==> src/rtl/lc3_mem_access.sv <==
// Memory-side responder for the LC-3 controller: one request/acknowledge
// transaction per memory state, plus latching of IR, load data and indirect pointer.
module lc3_mem_access #(
    parameter int WIDTH = 16
) (
    input  logic             clock,
    input  logic             reset,
    input  logic [3:0]       state,
    input  logic [WIDTH-1:0] pc,
    input  logic [WIDTH-1:0] addr_in,
    input  logic [WIDTH-1:0] wdata,
    output logic             complete,
    output logic             mem_req,
    output logic             mem_we,
    output logic [WIDTH-1:0] mem_addr,
    output logic [WIDTH-1:0] mem_wdata,
    input  logic [WIDTH-1:0] mem_rdata,
    input  logic             mem_ack,
    output logic [WIDTH-1:0] ir,
    output logic [WIDTH-1:0] mem_dout,
    output logic             err
);

    localparam logic [3:0] ST_FETCH   = 4'b0001;
    localparam logic [3:0] ST_IND     = 4'b0111;
    localparam logic [3:0] ST_READ    = 4'b0110;
    localparam logic [3:0] ST_WRITE   = 4'b1000;
    localparam logic [3:0] ST_INVALID = 4'b1111;

    typedef enum logic [1:0] {
        S_IDLE = 2'd0,
        S_WAIT = 2'd1,
        S_DONE = 2'd2
    } fsm_t;

    function automatic logic is_mem_state(input logic [3:0] st);
        case (st)
            ST_FETCH, ST_IND, ST_READ, ST_WRITE: is_mem_state = 1'b1;
            default:                             is_mem_state = 1'b0;
        endcase
    endfunction

    function automatic logic is_plain_state(input logic [3:0] st);
        case (st)
            4'b0010, 4'b0011, 4'b0100, 4'b0101, 4'b1001, 4'b1010: is_plain_state = 1'b1;
            default:                                              is_plain_state = 1'b0;
        endcase
    endfunction

    fsm_t             fsm_q, fsm_d;
    logic             mem_req_q, mem_req_d;
    logic             mem_we_q, mem_we_d;
    logic [WIDTH-1:0] mem_addr_q, mem_addr_d;
    logic [WIDTH-1:0] mem_wdata_q, mem_wdata_d;
    logic [WIDTH-1:0] ir_q, ir_d;
    logic [WIDTH-1:0] mem_dout_q, mem_dout_d;
    logic [WIDTH-1:0] ind_ptr_q, ind_ptr_d;
    logic             ind_valid_q, ind_valid_d;
    logic             err_q, err_d;

    // State register and all datapath registers
    always_ff @(posedge clock) begin
        if (reset) begin
            fsm_q       <= S_IDLE;
            mem_req_q   <= 1'b0;
            mem_we_q    <= 1'b0;
            mem_addr_q  <= {WIDTH{1'b0}};
            mem_wdata_q <= {WIDTH{1'b0}};
            ir_q        <= {WIDTH{1'b0}};
            mem_dout_q  <= {WIDTH{1'b0}};
            ind_ptr_q   <= {WIDTH{1'b0}};
            ind_valid_q <= 1'b0;
            err_q       <= 1'b0;
        end else begin
            fsm_q       <= fsm_d;
            mem_req_q   <= mem_req_d;
            mem_we_q    <= mem_we_d;
            mem_addr_q  <= mem_addr_d;
            mem_wdata_q <= mem_wdata_d;
            ir_q        <= ir_d;
            mem_dout_q  <= mem_dout_d;
            ind_ptr_q   <= ind_ptr_d;
            ind_valid_q <= ind_valid_d;
            err_q       <= err_d;
        end
    end

    // Next FSM state
    always_comb begin
        fsm_d = fsm_q;
        case (fsm_q)
            S_IDLE: begin
                if (is_mem_state(state)) begin
                    fsm_d = S_WAIT;
                end else begin
                    fsm_d = S_IDLE;
                end
            end
            S_WAIT: begin
                if (mem_ack) begin
                    fsm_d = S_DONE;
                end else begin
                    fsm_d = S_WAIT;
                end
            end
            S_DONE:  fsm_d = S_IDLE;
            default: fsm_d = S_IDLE;
        endcase
    end

    // Request launch, read-data steering and completion
    always_comb begin
        complete    = 1'b0;
        mem_req_d   = mem_req_q;
        mem_we_d    = mem_we_q;
        mem_addr_d  = mem_addr_q;
        mem_wdata_d = mem_wdata_q;
        ir_d        = ir_q;
        mem_dout_d  = mem_dout_q;
        ind_ptr_d   = ind_ptr_q;
        ind_valid_d = ind_valid_q;
        err_d       = err_q | (state == ST_INVALID);
        case (fsm_q)
            S_IDLE: begin
                complete = is_plain_state(state);
                if (is_mem_state(state)) begin
                    mem_req_d   = 1'b1;
                    mem_we_d    = (state == ST_WRITE);
                    mem_wdata_d = wdata;
                    // Loads and stores follow a pending indirect pointer
                    case (state)
                        ST_FETCH: mem_addr_d = pc;
                        ST_IND:   mem_addr_d = addr_in;
                        default:  mem_addr_d = ind_valid_q ? ind_ptr_q : addr_in;
                    endcase
                end else begin
                    mem_req_d = 1'b0;
                end
            end
            S_WAIT: begin
                if (mem_ack) begin
                    mem_req_d = 1'b0;
                    case (state)
                        ST_FETCH: begin
                            ir_d        = mem_rdata;
                            ind_valid_d = 1'b0;
                        end
                        ST_IND: begin
                            ind_ptr_d   = mem_rdata;
                            ind_valid_d = 1'b1;
                        end
                        ST_READ: mem_dout_d = mem_rdata;
                        default: begin
                        end
                    endcase
                end else begin
                    mem_req_d = mem_req_q;
                end
            end
            S_DONE:  complete = 1'b1;
            default: complete = 1'b0;
        endcase
    end

    assign mem_req   = mem_req_q;
    assign mem_we    = mem_we_q;
    assign mem_addr  = mem_addr_q;
    assign mem_wdata = mem_wdata_q;
    assign ir        = ir_q;
    assign mem_dout  = mem_dout_q;
    assign err       = err_q;

endmodule
==> config.mk <==
export PLATFORM = sky130hd
export DESIGN_NAME = lc3_mem_access
export DESIGN_NICKNAME = d
export VERILOG_FILES = /design/src/rtl/lc3_mem_access.sv
export SDC_FILE = /design/constraint.sdc
export NUM_CORES = 1
export LEC_CHECK = 0
export ABC_CLOCK_PERIOD_IN_PS = 2100
export BUFFER_PORTS_ARGS = -buffer_cell sky130_fd_sc_hd__buf_2
export CORE_MARGIN = 3
export CORE_UTILIZATION = 35
export DETAILED_ROUTE_END_ITERATION = 7
export GPL_ROUTABILITY_DRIVEN = 0
export PLACE_DENSITY = 0.69
export REMOVE_ABC_BUFFERS = 1
export SLEW_MARGIN = 20
export SYNTH_ARGS = -nofsm -noshare
export SYNTH_HDL_FRONTEND = slang
export SYNTH_SLANG_ARGS = --single-unit
==> constraint.sdc <==
create_clock -name clock -period 2.1 [get_ports clock]
set_input_delay 0.21 -clock clock [delete_from_list [all_inputs] [get_ports clock]]
set_output_delay 0.21 -clock clock [all_outputs]
set_load 0.02 [all_outputs]
## Yosys cells after proc, flatten, opt, wreduce, memory -nomap -nowiden

Index checks and enable logic that the tools add are counted.

- Equal/unequal tests: 14
- Multiplexer cells: 13
- Bitwise gates (word level): 1
- Reductions and logical operators: 11

Operators with widths:

| operator | count |
|---|---|
| one-hot mux 16 bit (2 select lines) | 1 |
| == test 4 x 3 -> 1 bit, second input constant | 4 |
| == test 4 bit, second input constant | 4 |
| 2-to-1 mux 16 bit | 1 |
| AND reduction 3 bit | 4 |
| == test 4 x 2 -> 1 bit, second input constant | 2 |
| 2-to-1 mux 1 bit | 6 |
| one-hot mux 1 bit (2 select lines) | 3 |
| OR reduction 6 bit | 1 |
| == test 4 x 1 -> 1 bit, second input constant | 1 |
| one-hot mux 2 bit (2 select lines) | 1 |
| AND reduction 2 bit | 2 |
| nonzero test 2 bit | 2 |
| OR reduction 4 bit | 1 |
| == test 2 x 1 -> 1 bit, second input constant | 1 |
| == test 2 bit, second input constant | 1 |
| logical NOT 2 bit | 1 |
| 2-to-1 mux 2 bit | 1 |
| != test 2 bit, second input constant | 1 |
| OR 1 bit | 1 |

- Register bits: 86
- Input port bits: 71
- Output and inout bits: 68
- Word-level logic and storage cells: 49

## Longest topological paths before layout

- Word-level depth: 6
- Depth in mapped cells: 8
- Depth with buffers taken out: 4

## Worst setup path before layout

No wires, ideal clock.

- Path type: flip-flop to flip-flop
- Start point: register ind_valid_q
- End point: register mem_addr_q[10] (netlist: mem_addr[10])
- Setup time: 0.132 ns
- Arrival: 1.506 ns
- Data required time: 1.968 ns
- Setup slack: 0.462 ns
- Cell stages (with the launch flop): 6
- Path buffers: 2
- Clock period less this slack: 1.638 ns
- Cell sequence: dfxtp_1 -> buf_2 -> clkbuf_1 -> mux2_2 -> a221oi_1 -> nor3_1

- Cells in the longest elaborated chain, start to end: 2

RTL lines:

| element | RTL line | RTL |
|---|---|---|
| start: declaration | 58 | `logic ind_valid_q, ind_valid_d;` |
| start signal: assignment | 83 | `ind_valid_q <= ind_valid_d;` |
| 2-to-1 mux 16 bit | 134 | `default: mem_addr_d = ind_valid_q ? ind_ptr_q : addr_in;` |
| one-hot mux 16 bit (2 select lines) | 131 | `case (state)` |
| end signal: assignment | 67 | `mem_addr_q <= {WIDTH{1'b0}};` |
| end signal: assignment | 78 | `mem_addr_q <= mem_addr_d;` |
| end: declaration | 53 | `logic [WIDTH-1:0] mem_addr_q, mem_addr_d;` |

No other way between the ends.
A chain may end at the register's enable or synchronous reset.

## Final worst setup path

- Start point: register fsm_q[0]
- End point: register mem_wdata_q[2] (netlist: mem_wdata[2])

- Cells in the longest elaborated chain, start to end: 2

RTL lines:

| element | RTL line | RTL |
|---|---|---|
| start: declaration | 50 | `fsm_t fsm_q, fsm_d;` |
| start signal: assignment | 75 | `fsm_q <= fsm_d;` |
| logical NOT 2 bit | 123 | `case (fsm_q)` |
| AND reduction 2 bit (no source line) | - |  |
| end signal: assignment | 68 | `mem_wdata_q <= {WIDTH{1'b0}};` |
| end signal: assignment | 79 | `mem_wdata_q <= mem_wdata_d;` |
| end: declaration | 54 | `logic [WIDTH-1:0] mem_wdata_q, mem_wdata_d;` |

No other way between the ends.

==> reports/metrics.csv <==
stage,metric,value,unit
outcome,status,"finished, final reports clean",
cts,CTS Buf Count,9,
sta,Max Fclk,548,MHz
routing,routed vias/inst,4.99,
yosys,Synth cell types,30,
power,sequential power share,0.494,
routing,final wirelength,10.4,mm
global_routing,total track usage,0.179,
critical_path,crit start category,register,
floorplanning,Core Rows,36,
min_path,Hold Crit Depth,3,
sta,Slew @ Worst Pin,0.719,ns
yosys,post-synthesis instance area,3590,µm²
critical_path,CP cell instances,nor2_1 > a32oi_4 > buf_4 > nand2_1 > a21oi_1,
critical_path,"Data arrival, critical path",2.10,ns
sta,Final Hold Vio Count,0,
yosys,Yosys reg bits,86,
sta,Final Max Slew Viols,0,
routing,DRC errors left,0,
floorplanning,initial core utilization,0.364,
power,Clock power frac,0.368,
critical_path,CP max stage delay,0.64,ns
finish,Nets,628,
cts,CTS tree,done,
finish,Area Growth Syn to Fin,28.5,%
routing,drt wl/cell,14.9,µm
floorplanning,I/O Pins,139,
cts,"Reg clk slew, reported paths",0.09,ns
floorplanning,Die ar.,11500,µm²
power,static leakage,1.94,nW
routing,initial DRC count,147,
critical_path,WP buf/inv,1,
cts,Clock Latency Late Sink,0.35,ns
floorplanning,Horiz. Die Dim,107,µm
critical_path,Crit path max-delay family,compound AO/OA/AOI/OAI gates,
finish,# fillers,977,
critical_path,Slowest cell on crit path,a32oi_4,
finish,"commonest non-fill, non-tap cell in the layout",buf_2,
cts,hold_buf cts,0,
critical_path,worst reg2reg startpoint,fsm_q[0],
yosys,post-synthesis async set-or-reset flop share,0,
power,PwrDens,751,nW/µm²
yosys,predominant post-synthesis flop cell,dfxtp_1,
finish,Final Util,0.468,
place,# port buffers,138,
finish,diode count,0,
floorplanning,Die Y,107,µm
place,Worst Setup Slack post-DPL,0.0421,ns
power,Psw,923,µW
sta,setup ws final,0.275,ns
sta,Tcrit/Tclk final,0.869,
finish,most frequent cells in the layout,"buf_2 (138), nand2_1 (131), dfxtp_1 (86)",
critical_path,Reg2Reg Depth,5,
routing,DR vias,3468,
yosys,most area-hungry cell type in the Yosys netlist,dfxtp_1,
critical_path,kind of critical path,reg2reg,
global_routing,first-pass GRT wire length,16.5,mm
place,placed instance area,4390,µm²
sta,RSZ-0062 raised after global routing,no,
yosys,"Seq/Total Area, Yosys",0.479,
cts,clock sink total,86,
sta,Final Setup Violations,0,
place,DP Wirelength,7.55,mm
routing,ANT nets after route,0,
global_routing,largest net degree at the start of global routing,41,
yosys,Post-Syn Area per Cell,8.30,µm²
yosys,area share of the largest cell type after synthesis,0.479,
critical_path,critical path peak fanout,19,
critical_path,r2r endpoint,mem_wdata[2],
cts,Clock Path Buffers,2,
power,switching share of total power,0.266,
min_path,Worst Hold Endpoint,mem_wdata[1],
routing,total iterations of the first detailed-routing run,4,
min_path,min-delay src,wdata[1],
cts,CTS root buf,clkbuf_8,
cts,setup repair bufs after CTS,0,
global_routing,vias in the first global route,3330,
yosys,Ys Warns,0,
cts,H-tree level count,3,
flow_run,Max-cap violations,0,
finish,share of cells above drive strength 1,0.336,
power,Pint,2.55,mW
power,Worst VDD drop,376,µV
yosys,number of flops mapped to enable cells by yosys,0,
finish,"Design Area, Final",4620,µm²
global_routing,grt ovf,0,
sta,Layout Skew,0.00806,ns
critical_path,Reg2Reg Setup Slack,0.28,ns
sta,Setup TNS,0,ns
global_routing,initial antenna violation count,0,
yosys,Syn Inst Count,433,
power,Gate power share,0.138,
floorplanning,core area,9860,µm²
sta,Tmin final,1.82,ns
sta,Slew HR,0.521,
cts,Resize count post-CTS,0,
critical_path,Critical Path RT,2.37,ns
yosys,largest cells by area after synthesis,"dfxtp_1 (48%), nand2_1 (14%), a21oi_1 (9.7%)",
critical_path,CP Capture Type,register,
min_path,hold crit path type,in2reg,
## registers in the layout (all words and copies together), names as in the netlist
name         flops
mem_req          1
fsm_q            2
mem_we           1
ir              16
mem_dout        16
mem_wdata       16
ind_valid_q      1
err              1
mem_addr        16
ind_ptr_q       16
## power by group through the flow
stage	Clock, mW	Combinational, mW	Sequential (mW)
2_1_floorplan	0	0.174	1.81
3_3_place_gp	0	0.468	1.75
3_5_place_dp	0	0.474	1.75
4_1_cts	1.33	0.478	1.71
5_1_grt	1.39	0.526	1.72
6_report	1.28	0.479	1.71
## cells in the mapped netlist (all sizes together), types with 2 or more instances
| cell | n |
|---|---|
| nor3 | 18 |
| dfxtp | 86 |
| buf | 23 |
| a221oi | 16 |
| a22o | 16 |
| nor2 | 22 |
| nand2 | 131 |
| mux2 | 16 |
| nand3b | 4 |
| clkbuf | 14 |
| nor4 | 2 |
| nand2b | 2 |
| a21oi | 70 |
## stage by stage
step	total power [mW]	std cells	hold WS [ns]
global placement	2.21	679	0.439
CTS	3.52	695	0.0677
floorplan	1.99	396	0.279
finish	3.47	695	0.0875
global route	3.64	695	0.0765
detailed placement	2.22	679	0.444
## routing by layer
metal	vias up	routed length, µm	global-route usage
met4	0	192	0.0676
met1	1573	4590	0.230
met3	19	799	0.0420
met2	137	4810	0.293
li1	1739	-	-
met5	-	0	0
## cells by family after synthesis
logic type,count (synthesis),share of synthesized area
xor gates and xnor gates,2,0.00487
buffers and inverters,37,0.0498
and+or+nand+nor,186,0.230
DFF,86,0.479
muxes,16,0.0501
AOI/OAI and AO/OA,106,0.187
## worst reg2reg max path, delay by kind of cell, from the launching register on
family	cells	cell delay, ns
compound gates	2	0.80
flops	1	0.46
buf+inv	1	0.29
simple gates	2	0.20
## how the worst max path moves through the flow
| stage | startpoint | to | slack (ns) | depth (start not counted) |
|---|---|---|---|---|
| 2_1_floorplan | state[2] | mem_addr[0] | -0.009 | 4 |
| 3_3_place_gp | state[3] | mem_wdata[10] | 0.16 | 6 |
| 3_5_place_dp | state[3] | mem_wdata[2] | 0.04 | 6 |
| 4_1_cts | fsm_q[0] | mem_wdata[2] | 0.02 | 5 |
| 5_1_grt | fsm_q[0] | mem_wdata[0] | 0.13 | 5 |
| 6_report | fsm_q[0] | mem_wdata[2] | 0.28 | 5 |
## area by class of cell
cell class                      count  area (µm²)  share of cell area
Sequential cell                    86        1720               0.373
Multi-Input combinational cell    310        1710               0.369
Timing Repair Buffer              150         806               0.174
Tap cell                          133         166              0.0360
Clock buffer                        9         124              0.0268
Clock inverter                      7        95.1              0.0206
Note: power is estimated with default switching activity, not from simulation.
